**src/rtl/card_dealer.sv**
```systemverilog
// rtl/card_dealer.sv - 52-card dealer: dealt-card bitmap, LFSR pick, linear probe to the next undealt card.

module card_dealer_lfsr #(
  parameter logic [15:0] SEED = 16'hACE1
) (
  input  logic        clk,
  input  logic        rst,
  output logic [15:0] lfsr
);
  // An all-zero Galois LFSR never leaves zero, so that seed is replaced.
  localparam logic [15:0] SEED_EFF = (SEED == 16'h0000) ? 16'h0001 : SEED;

  logic [15:0] lfsr_q, lfsr_d;

  always_comb begin
    lfsr_d = {1'b0, lfsr_q[15:1]} ^ (lfsr_q[0] ? 16'hB400 : 16'h0000);
  end

  always_ff @(posedge clk) begin
    if (rst) lfsr_q <= SEED_EFF;
    else     lfsr_q <= lfsr_d;
  end

  assign lfsr = lfsr_q;
endmodule

module card_dealer #(
  parameter logic [15:0] SEED = 16'hACE1
) (
  input  logic       clk,
  input  logic       rst,
  input  logic       shuffle,
  input  logic       deal_req,
  output logic [3:0] card_value,
  output logic [3:0] card_rank,
  output logic       card_ready,
  output logic       busy,
  output logic       deal_err,
  output logic       deck_empty,
  output logic [5:0] cards_left
);
  typedef enum logic {IDLE, PROBE} state_t;

  state_t      state_q, state_d;
  logic [51:0] dealt_q, dealt_d;
  logic [5:0]  idx_q, idx_d;
  logic [5:0]  cards_left_q, cards_left_d;
  logic [3:0]  card_value_q, card_value_d;
  logic [3:0]  card_rank_q, card_rank_d;
  logic        card_ready_q, card_ready_d;
  logic        busy_q, busy_d;
  logic        deal_err_q, deal_err_d;

  logic [15:0] lfsr;
  logic [5:0]  start_idx;
  logic [5:0]  rem;
  logic [3:0]  rank;
  logic [3:0]  value;

  card_dealer_lfsr #(.SEED(SEED)) u_lfsr (
    .clk  (clk),
    .rst  (rst),
    .lfsr (lfsr)
  );

  always_comb begin
    start_idx = (lfsr[5:0] >= 6'd52) ? (lfsr[5:0] - 6'd52) : lfsr[5:0];
  end

  // Rank and blackjack value of the card currently under the probe.
  always_comb begin
    if (idx_q >= 6'd39)      rem = idx_q - 6'd39;
    else if (idx_q >= 6'd26) rem = idx_q - 6'd26;
    else if (idx_q >= 6'd13) rem = idx_q - 6'd13;
    else                     rem = idx_q;
    rank = rem[3:0] + 4'd1;
    if (rank == 4'd1)       value = 4'd11;
    else if (rank > 4'd10)  value = 4'd10;
    else                    value = rank;
  end

  always_comb begin
    state_d      = state_q;
    dealt_d      = dealt_q;
    idx_d        = idx_q;
    cards_left_d = cards_left_q;
    card_value_d = card_value_q;
    card_rank_d  = card_rank_q;
    card_ready_d = 1'b0;
    deal_err_d   = 1'b0;

    if (shuffle) begin
      dealt_d      = '0;
      cards_left_d = 6'd52;
      state_d      = IDLE;
    end else begin
      unique case (state_q)
        IDLE: begin
          if (deal_req) begin
            if (cards_left_q != 6'd0) begin
              idx_d   = start_idx;
              state_d = PROBE;
            end else begin
              deal_err_d = 1'b1;
            end
          end
        end
        PROBE: begin
          if (!dealt_q[idx_q]) begin
            dealt_d[idx_q] = 1'b1;
            card_value_d   = value;
            card_rank_d    = rank;
            cards_left_d   = cards_left_q - 6'd1;
            card_ready_d   = 1'b1;
            state_d        = IDLE;
          end else begin
            idx_d = (idx_q == 6'd51) ? 6'd0 : (idx_q + 6'd1);
          end
        end
        default: state_d = IDLE;
      endcase
    end

    busy_d = (state_d == PROBE);
  end

  always_ff @(posedge clk) begin
    if (rst) begin
      state_q      <= IDLE;
      dealt_q      <= '0;
      idx_q        <= 6'd0;
      cards_left_q <= 6'd52;
      card_value_q <= 4'd0;
      card_rank_q  <= 4'd0;
      card_ready_q <= 1'b0;
      busy_q       <= 1'b0;
      deal_err_q   <= 1'b0;
    end else begin
      state_q      <= state_d;
      dealt_q      <= dealt_d;
      idx_q        <= idx_d;
      cards_left_q <= cards_left_d;
      card_value_q <= card_value_d;
      card_rank_q  <= card_rank_d;
      card_ready_q <= card_ready_d;
      busy_q       <= busy_d;
      deal_err_q   <= deal_err_d;
    end
  end

  assign card_value = card_value_q;
  assign card_rank  = card_rank_q;
  assign card_ready = card_ready_q;
  assign busy       = busy_q;
  assign deal_err   = deal_err_q;
  assign cards_left = cards_left_q;
  assign deck_empty = (cards_left_q == 6'd0);
endmodule

```
**config.mk**
```make
export PLATFORM = sky130hd
export DESIGN_NAME = card_dealer
export DESIGN_NICKNAME = d
export VERILOG_FILES = /design/src/rtl/card_dealer.sv
export SDC_FILE = /design/constraint.sdc
export NUM_CORES = 1
export LEC_CHECK = 0
export ABC_AREA = 1
export CAP_MARGIN = 20
export CORE_MARGIN = 5
export CORE_UTILIZATION = 50
export DETAILED_ROUTE_END_ITERATION = 6
export GPL_TIMING_DRIVEN = 0
export PLACE_DENSITY = 0.64
export SETUP_SLACK_MARGIN = 0.3
export SYNTH_ARGS = -nofsm -noshare
export SYNTH_HDL_FRONTEND = slang
export SYNTH_SLANG_ARGS = --single-unit
```
**constraint.sdc**
```tcl
create_clock -name clk -period 4.3 [get_ports clk]
set_input_delay 0.645 -clock clk [delete_from_list [all_inputs] [get_ports clk]]
set_output_delay 0.645 -clock clk [all_outputs]
set_load 0.01 [all_outputs]
```
Word level (Yosys, flattened, before mapping)
Index checks and enable logic that the tools add are counted.
{"block": "totals", "in_bits": 4, "output_inout_bits": 18, "regBits": 91}
{"block": "op_classes", "addsub": 7, "reduce_logical": 9, "bitwise_logic": 6, "muxes": 22, "n_eq_ne": 5, "order_cmp": 7}
{"cell": "$or 52x52->52", "count": 1}
{"cell": "$mux 6", "count": 5}
{"cell": "$mux 4", "count": 5}
{"cell": "$mux 16", "count": 1}
{"cell": "$xor 15x16->16", "count": 1}
{"cell": "$ge 6x6->1 const B", "count": 2}
{"cell": "$pmux 6 s2", "count": 1}
{"cell": "$sub 4x4->4 const B", "count": 2}
{"cell": "$lt 6x7->1 const B", "count": 1}
{"cell": "$mux 1", "count": 7}
{"cell": "$add 6x1->6 const B", "count": 1}
{"cell": "$bmux 1 s6", "count": 1}
{"cell": "$demux 1 s6", "count": 1}
{"cell": "$eq 6x6->1 const B", "count": 1}
{"cell": "$ge 6x1->1 const B", "count": 1}
{"cell": "$ge 6x4->1 const B", "count": 1}
{"cell": "$ge 6x5->1 const B", "count": 1}
{"cell": "$logic_not 6->1", "count": 1}
{"cell": "$reduce_bool 6->1", "count": 1}
{"cell": "$sub 6x1->6 const B", "count": 1}
{"cell": "$sub 6x6->6 const B", "count": 1}
{"cell": "$add 4x1->4 const B", "count": 1}
{"cell": "$eq 4x1->1 const B", "count": 1}
{"cell": "$gt 4x4->1 const B", "count": 1}
{"cell": "other kinds (12)", "count": 16}

Depth between registers and ports, before layout
{"block": "depth", "ltp_word": 8, "depth_mapped": 21, "ltp_nobuf": 20}

Modules after synthesis
From an unflattened synthesis, not the netlist that was laid out.
{"block": "hier_totals", "hier_cells": 692, "area_unflattened_um2": 4799.6}
{"mod": "card_dealer", "instances": 1, "area_each_um2": 4227.8, "seq_area_each_um2": 1501.4, "cells_each": 628}
{"mod": "card_dealer_lfsr", "instances": 1, "area_each_um2": 571.8, "seq_area_each_um2": 320.3, "cells_each": 64}

Worst setup path before layout
OpenSTA, ideal clock, no wires.
{"block": "synth_path", "path_type": "flip-flop to flip-flop", "from": "reg idx_q[1]", "to": "reg card_value_q[1], in the netlist card_value[1]", "slack_ps": 1908, "path_buffers": 1, "path_stages_with_launch": 21, "arrival_ps": 2276, "path_cell_list": "dfxtp_1 -> inv_2 -> buf_4 -> ha_1 -> nand2_1 -> nand2_1 -> nand2_1 -> nand3_1 -> nand2_1 -> nand2_1 -> nand2_1 -> inv_1 -> ha_1 -> inv_1 -> nand3_1 -> nand2_1 -> nor2_1 -> nand3_1 -> nand2_1 -> nor2_1 -> nor2_1"}
{"block": "synth_via", "elab_chain_cells": 8}
{"element": "start: declaration", "line_no": "46", "source": "logic [5:0] idx_q, idx_d;"}
{"element": "start signal: assignment", "line_no": "141", "source": "idx_q <= idx_d;"}
{"element": "$ge 6x4->1", "line_no": "74", "source": "else if (idx_q >= 6'd13) rem = idx_q - 6'd13;"}
{"element": "$mux 4", "line_no": "74"}
{"element": "$mux 4", "line_no": "73", "source": "else if (idx_q >= 6'd26) rem = idx_q - 6'd26;"}
{"element": "$mux 4 *", "line_no": "72", "source": "if (idx_q >= 6'd39) rem = idx_q - 6'd39;"}
{"element": "$add 4x1->4 *", "line_no": "76", "source": "rank = rem[3:0] + 4'd1;"}
{"element": "via rank[0]", "line_no": "57", "source": "logic [3:0] rank;"}
{"element": "$gt 4x4->1", "line_no": "78", "source": "else if (rank > 4'd10) value = 4'd10;"}
{"element": "$mux 4", "line_no": "78"}
{"element": "$mux 4 *", "line_no": "77", "source": "if (rank == 4'd1) value = 4'd11;"}
{"element": "end signal: assignment", "line_no": "143", "source": "card_value_q <= card_value_d;"}
{"element": "end: declaration", "line_no": "48", "source": "logic [3:0] card_value_q, card_value_d;"}
Mark *: on every way through the listed nets, which the timed path passes. The rest lies on a longest branch. The select of a mux whose other input is x is not followed.
A chain may end at the register's enable or synchronous reset.

Worst setup path after layout
Same ends and word-level chain as after synthesis.

==> impl_metrics.toml <==
[synth]
yosys.area.top_type = "dfxtp_1"
ys_ff_latch = 91
yosysWarnings = 0
yosysSeqAreaShare = 0.380
ys_types = 31
synth_cells = 676
synth_top_area_frac = 0.380
avgSynthCellArea_um2 = 7.09
synth_top_cells_by_area = "dfxtp_1 38%, nand2_1 16%, o22ai_2 8.9%, inv_1 7.1%, nand3_1 4.8%"
syn-cell-area_um2 = 4800
syn_nets = 695

[timing]
finalWorstSetupSlack_ps = 1260
hold_viol_final = 0
fin_worst_skew_ps = 11.8
tns_ps = 0
holdWs_ps = 407
min_period_ps = 3040
finalCritPeriodShare = 0.708
max_freq_mhz = 329
relSlewSlack = 0.437
drv_slew = 0
setup_viol = 0
rsz0062_at_grt = "no"
worst_pin_slew_ps = 842

[floorplanning]
initial_utilization = 0.517
rows = 35
die_x_um = 108
dieArea_um2 = 11700
core_um2 = 9280
die_h_um = 108
pin_count = 22

[min_path]
worstHoldPathCells = 2
hp-class = "reg -> reg"

[critical_path]
cp-start-kind = "register"
crit_fanout = 14
crit_type = "reg -> reg"
slowest_delay_ps = 650
worst_path_most_repeated_cell = "nand2_1"
required_ps = 4560
slowest_stage = "dfxtp_1"
cp-end-kind = "register"
reg2reg_depth = 20
cp.arrival_ps = 3300
cp_cell_sequence = "inv_2 > buf_4 > ha_1 > nand2_1 > nand2_1 > nand2_1 > nand3_1 > nand2_1 > nand2_1 > nand2_1 > inv_1 > ha_1 > inv_1 > nand3_1 > nand2_1 > nor2_1 > nand3_1 > nand2_1 > nor2_1 > nor2_1"

[route]
vias = 4308
vias_per_cell = 5.12
wl_per_cell_um = 14.3
wl_um = 12100
drc = 0
drt-initial-drc-count = 214
drtAntennaViolNets = 0
drtPass1Iterations = 5

[outcome]
outcome = "completed"

[grt]
grt-ovfl-total = 0
grt_pass1_vias = 4184
met1_usage = 0.266
met2_usage = 0.370
grt_pass1_wl_um = 19800
grt_max_degree = 18
grt_usage = 0.216
grt-busiest-layer = "met2"
antenna_found_initial = 0
use_met3 = 0.0430

[flow_run]
cap_viol_max_count = 0

[clocking]
root_buffer = "clkbuf_8"
post_cts_buffers = 0
clkSinkCount = 91
cts_tree = "done"
cts_resized = 0
clock_latency_ps = 370
cts.reportedPaths.clkPinSlew_ps = 100
hold_buffers = 0
clockBufferDepth = 2
cts_buffers = 9
htree_num_levels = 3

[cells_and_area]
fillers = 961
num-nets-final = 727
post-route-util = 0.577
syn2layout_area_growth_pct = 11.6
layout-drive-gt1-share = 0.123
n_antenna_cell = 0

[pwr]
p_comb_frac = 0.179
ir_drop_mv = 0.180
internal-power_w = 0.00118
power_frac_clock = 0.319
power.share.switching = 0.321
power.leakage_nw = 2.26
p_seq_frac = 0.502
power_switching_w = 0.000560
powerDensity_nw_per_um2 = 325

[place]
place_hpwl_um = 8600
pre_cts_slack_ps = 1250
gp_congestion = 0.895
numPortBuffers = 21
## state kept, by name, summed over array words and instances (netlist names)
signal       count
dealt_q         52
u_lfsr.lfsr     16
card_value       4
deal_err         1
card_ready       1
busy             1
card_rank        4
idx_q            6
cards_left       6
## logic make-up after synthesis
kind of cell	synth area share
adders and majority gates	0.0391
and+or+nand+nor	0.285
xor gates and xnor gates	0.0110
DFF	0.380
AOI/OAI and AO/OA	0.173
buffers and inverters	0.112
## per-layer routing
layer | wire length [um] | up-vias | part of all wire
li1 | - | 2206 | -
met1 | 5360 | 1958 | 0.44
met2 | 5650 | 116 | 0.47
met3 | 685 | 28 | 0.057
met4 | 367 | 0 | 0.030
met5 | 0 | - | 0
## final timing paths
path,end,slack (ps),start
worst max-delay path,card_value[1]$_SDFFE_PP0P_,1260,idx_q[1]$_SDFFE_PP0P_
worst min-delay path,u_lfsr.lfsr[14]$_SDFF_PP0_,410,u_lfsr.lfsr[15]$_SDFF_PP1_
worst max register to register,card_value[1]$_SDFFE_PP0P_,1260,idx_q[1]$_SDFFE_PP0P_
worst min register to register,u_lfsr.lfsr[14]$_SDFF_PP0_,410,u_lfsr.lfsr[15]$_SDFF_PP1_
## final cells by class
cell class / count / area (um2) / area share
tap: 129 / 161 / 0.0302
clock inverter: 6 / 57.6 / 0.0108
multi-input combinational: 460 / 2440 / 0.455
clock buffer: 10 / 128 / 0.0238
sequential: 91 / 1820 / 0.340
inverter: 97 / 364 / 0.0680
timing repair buffer: 21 / 210 / 0.0393
buffer: 28 / 173 / 0.0323
## cell usage after synthesis
| library cell | instances |
|---|---|
| or2_2 | 4 |
| nand2_1 | 209 |
| o21ai_2 | 5 |
| nand4_1 | 1 |
| dfxtp_1 | 91 |
| ha_1 | 15 |
| nor3_2 | 1 |
| nor3_1 | 5 |
| o21ai_0 | 22 |
| nor2_1 | 57 |
| buf_6 | 6 |
| o22ai_1 | 3 |
| nand3_2 | 1 |
| clkbuf_1 | 10 |
| nor2_2 | 2 |
| a32o_1 | 1 |
| a21oi_1 | 35 |
| o21ai_1 | 3 |
| buf_2 | 9 |
| inv_2 | 6 |
| nor2_4 | 1 |
| nand3_1 | 46 |
| xor2_1 | 5 |
| nand2_4 | 1 |
| o211ai_1 | 4 |
| xnor2_1 | 1 |
| nor4_1 | 1 |
| nand3b_1 | 3 |
| o22ai_2 | 34 |
| buf_4 | 3 |
| inv_1 | 91 |
## power by group through the flow
stage               clock network [W]  registers (W)  logic [W]
floorplan                           0       0.000892   0.000223
global placement                    0       0.000893   0.000308
detailed placement                  0       0.000894   0.000311
CTS                          0.000573       0.000874   0.000312
global route                 0.000611       0.000877   0.000354
finish                       0.000555       0.000874   0.000312
## through the flow
step                cell area [um2]  power, W  cells
global placement               5170   0.00120    826
CTS                            5350   0.00176    842
detailed placement             5170   0.00120    826
floorplan                      4800   0.00112    676
finish                         5350   0.00174    842
global route                   5350   0.00184    842
## critical path: cells and delay by family, from the launching register on
family	cells	cell delay, ps
simple gates	14	1240
buf+inv	4	590
flops	1	650
fa+ha+maj	2	440
## cells in the final DEF (no fill, tap or decap), types with 4 or more instances in the layout
cell type / instances
dfxtp_1: 91
clkbuf_1: 11
clkdlybuf4s50_1: 21
buf_2: 9
nor2_1: 57
or2_2: 4
buf_6: 6
a21oi_1: 35
xor2_1: 5
o21ai_2: 5
inv_1: 91
nor3_1: 5
clkbuf_8: 9
nand2_1: 209
ha_1: 15
nand3_1: 46
o211ai_1: 4
inv_2: 6
o22ai_2: 34
o21ai_0: 22
(Power assumes the default switching activity.)
==> patch 1 (same settings) <==
Put one more register stage on the output `deal_err`, cleared by the reset. The value now appears one clock later. The other outputs are not delayed to match.
--- a/src/rtl/card_dealer.sv
+++ b/src/rtl/card_dealer.sv
@@ -152,7 +152,13 @@
   assign card_rank  = card_rank_q;
   assign card_ready = card_ready_q;
   assign busy       = busy_q;
-  assign deal_err   = deal_err_q;
+  always_ff @(posedge clk) begin
+    if (rst) begin
+      deal_err <= '0;
+    end else begin
+      deal_err <= deal_err_q;
+    end
+  end
   assign cards_left = cards_left_q;
   assign deck_empty = (cards_left_q == 6'd0);
 endmodule
Check against the original RTL: same outputs for any inputs over 10 cycles, from zero or initial values and one cycle with rst high; that may be too few to reach the edited logic, so the function may still have changed.
==> patch 1 against the original RTL <==
The run now ends with DRC left. Design area is 0.26% higher. Critical path depth down 13. Hold slack improved by 4.8 ps. Core utilization decreased by 0.12 points. Wire length decreased by 0.61%. First-iteration DRC count increased by 19%. Count of clock-buffer cells in the layout fell by 1. Area after synthesis grew 0.34%. Power is 2.4% lower. Via count decreased by 1.3%. Sequential cell count grew 1. Combinational power shrank 22%. Global-route usage decreased by 0.16 points. Worst setup slack better by 56 ps. Critical endpoint is now deck_empty. Largest cell class unchanged. Highest routed layer unchanged.
==> patch 1: results (changes against the original RTL) <==
| Metric | Value |
|---|---|
| Status | `finished with violations (was complete, no violations)` |
| Failing checks | `DRC` |
| Post-route DRC | `6 (was 0)` |
| Pin count of the biggest net entering global routing | `19 (was 18)` |
| Pre-antenna DRT Iters | `7 (was 5)` |
| Placed cell count | `823 (was 826)` |
| Crit-path max cell delay | `630 ps (was 650 ps)` |
| Layout fillers | `924 (was 961)` |
| Met3 usage | `3.582% (was 4.299%)` |
| Cell count after synthesis | `674 (was 676)` |
| Hold endpoint | `u_lfsr.lfsr[8]$_SDFF_PP0_ (was u_lfsr.lfsr[14]$_SDFF_PP0_)` |
| Slew HR | `41.83% (was 43.66%)` |
| Synth area leaders | `dfxtp_1 38%, nand2_1 17%, o22ai_2 9.4% (was dfxtp_1 38%, nand2_1 16%, o22ai_2 8.9%)` |
| Yosys top cell area share | `38.27% (was 37.99%)` |
| Vias in the first global route | `4057 (was 4184)` |
| Placed wire-length estimate | `8630 um (was 8605 um)` |
| Hold_sp | `u_lfsr.lfsr[9]$_SDFF_PP0_ (was u_lfsr.lfsr[15]$_SDFF_PP1_)` |
| Post-Syn Nets | `693 (was 695)` |
| Initial DRC Count | `255 (was 214)` |
| Met1 Use GR | `26.74% (was 26.61%)` |
| Final nets | `724 (was 727)` |
| Critical Path Source | `cards_left[0]$_SDFFE_PP0P_ (was idx_q[1]$_SDFFE_PP0P_)` |
| Seq/Total Area, Yosys | `38.27% (was 37.99%)` |
| Critical path peak fanout | `4 (was 14)` |
| Peak supply drop | `159.5 uV (was 179.7 uV)` |
| Clock skew | `19.02 ps (was 11.81 ps)` |
| Met2 usage | `37.39% (was 36.99%)` |
-- patch 1: cell count changes after synthesis, sizes merged, moves of 2 or more --
cell | unedited run | this run
a21oi | 35 | 37
inv | 97 | 99
nand2 | 210 | 216
nand3 | 47 | 50
nor2 | 60 | 50
o211ai | 4 | 2
o21ai | 30 | 25
o22ai | 37 | 39
-- patch 1: how the worst max path moves through the flow --
stage / endpoint / cells past startpoint
after floorplan: card_value[1]$_SDFFE_PP0P_ / 19
final: deck_empty / 7
after global routing: card_value[1]$_SDFFE_PP0P_ / 19
after detailed placement: card_value[1]$_SDFFE_PP0P_ / 19
after CTS: deck_empty / 7
after global placement: card_value[1]$_SDFFE_PP0P_ / 19
-- patch 1: cells by family (layout without fill, tap and decap cells) --
family                     count (synthesis)  after routing  synth area share [%]
and+or+nand+nor                          330            330                 28.32
buffers and inverters                    126            162                 11.26
AOI/OAI and AO/OA                        105            105                 17.16
DFF                                       92             92                 38.27
adders and majority gates                 15             15                 3.900
xor gates and xnor gates                   6              6                 1.092
-- patch 1: critical path, delay by kind of cell, from the launching register on --
family	cells	cell delay [ps]
flip-flops	1	340
buffers and inverters	4	880
AND/OR/NAND/NOR	2	560
adder cells (fa/ha/maj)	1	180
-- patch 1: report_power, final --
part           total [W]  internal (W)  switching [W]  leakage [nW]
registers       0.000878      0.000869     0.00000941         0.747
clock network   0.000577      0.000226       0.000351        0.0968
logic           0.000244     0.0000764       0.000168          1.41
-- patch 1: area by class of cell --
class	count	area share (%)
Timing Repair Buffer	20	3.730
Inverter	99	7.018
Clock buffer	9	2.308
Clock inverter	7	1.282
Tap cell	129	3.008
Multi-Input combinational cell	456	45.26
Buffer	27	3.078
Sequential cell	92	34.32
-- patch 1: metal layers --
metal,vias to the layer above,routed length (um)
li1,2190,-
met1,1946,5487
met2,94,5752
met3,20,498
met4,0,250
met5,-,0
-- patch 1: metrics by stage --
step	power [W]	utilization [%]	area (um2)	worst slack, ps
5_1_grt	0.001778	57.53	5366	1105
3_5_place_dp	0.001140	55.47	5174	1453
4_1_cts	0.001711	57.53	5366	1314
6_report	0.001700	57.53	5366	1313
2_1_floorplan	0.001073	-	4812	1914
3_3_place_gp	0.001137	55.47	5174	1480
==> patch 2 (same settings) <==
Without the edit above. Make the reset (`rst`) asynchronous in 2 clocked blocks.
--- a/src/rtl/card_dealer.sv
+++ b/src/rtl/card_dealer.sv
@@ -16,7 +16,7 @@
     lfsr_d = {1'b0, lfsr_q[15:1]} ^ (lfsr_q[0] ? 16'hB400 : 16'h0000);
   end
 
-  always_ff @(posedge clk) begin
+  always_ff @(posedge clk or posedge rst) begin
     if (rst) lfsr_q <= SEED_EFF;
     else     lfsr_q <= lfsr_d;
   end
@@ -124,7 +124,7 @@
     busy_d = (state_d == PROBE);
   end
 
-  always_ff @(posedge clk) begin
+  always_ff @(posedge clk or posedge rst) begin
     if (rst) begin
       state_q      <= IDLE;
       dealt_q      <= '0;
Formal check against the unedited RTL: differs if rst is asserted again (counterexample within 4 cycles, from zero or initial values and one cycle with rst high); with rst held inactive, the same outputs for 10 cycles.
==> patch 2 against the original RTL <==
Sequential cell count did not move. Global-route usage up 0.96 points. Count of clock-buffer cells in the layout did not move. Sequential power rose by 5.6%. Power increased by 13%. Wire length rose by 1.9%. Area after synthesis grew 0.81%. Largest cell class is now registers. Via count increased by 0.30%. First-iteration DRC count rose by 68%. Design area grew 1.4%. Maximum frequency grew 0.16%. Die area up 0.73%. Worst setup slack improved by 4.8 ps.
==> patch 2: results (changes against the original RTL) <==
| Metric | Value |
|---|---|
| Buffers on Ports | `20 (was 21)` |
| Critical Path Sink | `card_value[0]$_DFFE_PP0P_ (was card_value[1]$_SDFFE_PP0P_)` |
| RR Startpoint | `idx_q[0]$_DFFE_PP0P_ (was idx_q[1]$_SDFFE_PP0P_)` |
| # Max-Cap Violations | `0 (unchanged)` |
| Seq/Total Area, Yosys | `47.39% (was 37.99%)` |
| Clock skew | `20.67 ps (was 11.81 ps)` |
| Crit-path max cell delay | `450 ps (was 650 ps)` |
| Placed wire-length estimate | `8613 um (was 8605 um)` |
| Synth top cells by count | `246 x nand2_1, 80 x dfrtp_1, 73 x nor2_1 (was 209 x nand2_1, 91 x dfxtp_1, 91 x inv_1)` |
| Hold endpoint | `u_lfsr.lfsr[7]$_DFF_PP1_ (was u_lfsr.lfsr[14]$_SDFF_PP0_)` |
| DR WL/cell | `15.00 um (was 14.32 um)` |
| Final nets | `705 (was 727)` |
| Status | `complete, no violations (unchanged)` |
| Synth unique cells | `28 (was 31)` |
| Post-Syn Nets | `673 (was 695)` |
| Xor/xnor share of the synthesized area | `1.993% (was 1.096%)` |
| Vias in the first global route | `4053 (was 4184)` |
| Hold_sp | `u_lfsr.lfsr[8]$_DFF_PP0_ (was u_lfsr.lfsr[15]$_SDFF_PP1_)` |
| Reg2Reg Setup Slack | `1260 ps (about the same)` |
| Share of cells above drive strength 1 | `7.971% (was 12.34%)` |
| First-pass GRT wire length | `20800 um (was 19820 um)` |
| DP Area | `5226 um2 (was 5167 um2)` |
| Hold Crit Class | `flop to flop (unchanged)` |
| Synth area leaders | `dfrtp_1 41%, nand2_1 19%, nand3_1 7.3% (was dfxtp_1 38%, nand2_1 16%, o22ai_2 8.9%)` |
| Hold depth | `0 (was 2)` |
| Crit path time final | `3038 ps (was 3043 ps)` |
| R2R cell count | `20 (unchanged)` |
| Adder-Cell Fraction of Synth Area | `4.141% (was 3.913%)` |
| Slowest-stage cell, CP | `dfrtp_1 (was dfxtp_1)` |
| Async set or reset register ratio after synthesis | `100.0% (was 0%)` |
| Critical path peak fanout | `11 (was 14)` |
| Worst-Margin Slew | `706.3 ps (was 842.0 ps)` |
| Compound-Gate Fraction of Synth Area | `6.289% (was 17.27%)` |
| Placer Congestion | `0.9008 (was 0.8951)` |
| Initial DRC Count | `360 (was 214)` |
| Peak supply drop | `239.1 uV (was 179.7 uV)` |
| CP Data Arrival Time | `3300 ps (about the same)` |
| Pin count of the biggest net entering global routing | `63 (was 18)` |
| Via count | `4321 (was 4308)` |
| Layout fillers | `895 (was 961)` |
| Lkg Pwr | `2.963 nW (was 2.259 nW)` |
| Gr usage total | `22.57% (was 21.61%)` |
[patch 2: cell types whose count changed after synthesis, sizes merged, moves of 2 or more]
cell	delta
a21oi	-25
inv	-46
dfstp	+11
dfxtp	-91
nand2	+37
o21ai	+8
or2	-3
o22ai	-33
nor2	+17
dfrtp	+80
clkbuf	-2
xor2	+5
nor3	-6
nand3	+25
[patch 2: critical path, delay by kind of cell (launching register included)]
| kind | cells | cell delay, ps |
|---|---|---|
| AND/OR/NAND/NOR | 13 | 1170 |
| flip-flops | 1 | 450 |
| adder cells (fa/ha/maj) | 2 | 520 |
| buffers and inverters | 4 | 530 |
| AO/OA/AOI/OAI | 1 | 270 |
[patch 2: metal layers]
metal  track usage, %  vias to the layer above  wire [um]
met5                0                        -          0
met4            5.050                        0        155
met3            3.582                       16        742
met2            34.24                      139       5481
met1            34.09                     2055       5905
li1                 -                     2111          -
[patch 2: cells by family (layout without fill, tap and decap cells)]
logic type,after synthesis,count (layout)
compound gates,57,57
buf+inv,77,114
simple gates,401,401
fa+ha+maj,16,16
xor+xnor,11,11
flops,91,91
[patch 2: report_power, final]
part	internal (W)	switching, W	total, W
clock	0.000275	0.000325	0.000600
combinational	0.000159	0.000284	0.000444
sequential	0.000896	0.0000269	0.000923
total	0.00133	0.000636	0.00197
[patch 2: area by class of cell]
type                    count  area share (%)
flip-flops and latches     91           42.22
multi-input cells         485           41.16
repair buffers             21           4.196
inverters                  52           3.643
well taps                 129           2.974
clock buffers              10           2.352
plain buffers              25           2.121
clock inverters             6           1.337
[patch 2: per-stage QoR]
stage	hold WS, ps	util [%]	cells
final	359.3	58.18	819
after global routing	364.1	58.18	819
after CTS	360.3	58.18	819
after detailed placement	337.5	56.03	803
after global placement	335.5	55.71	802
after floorplan	331.2	-	653
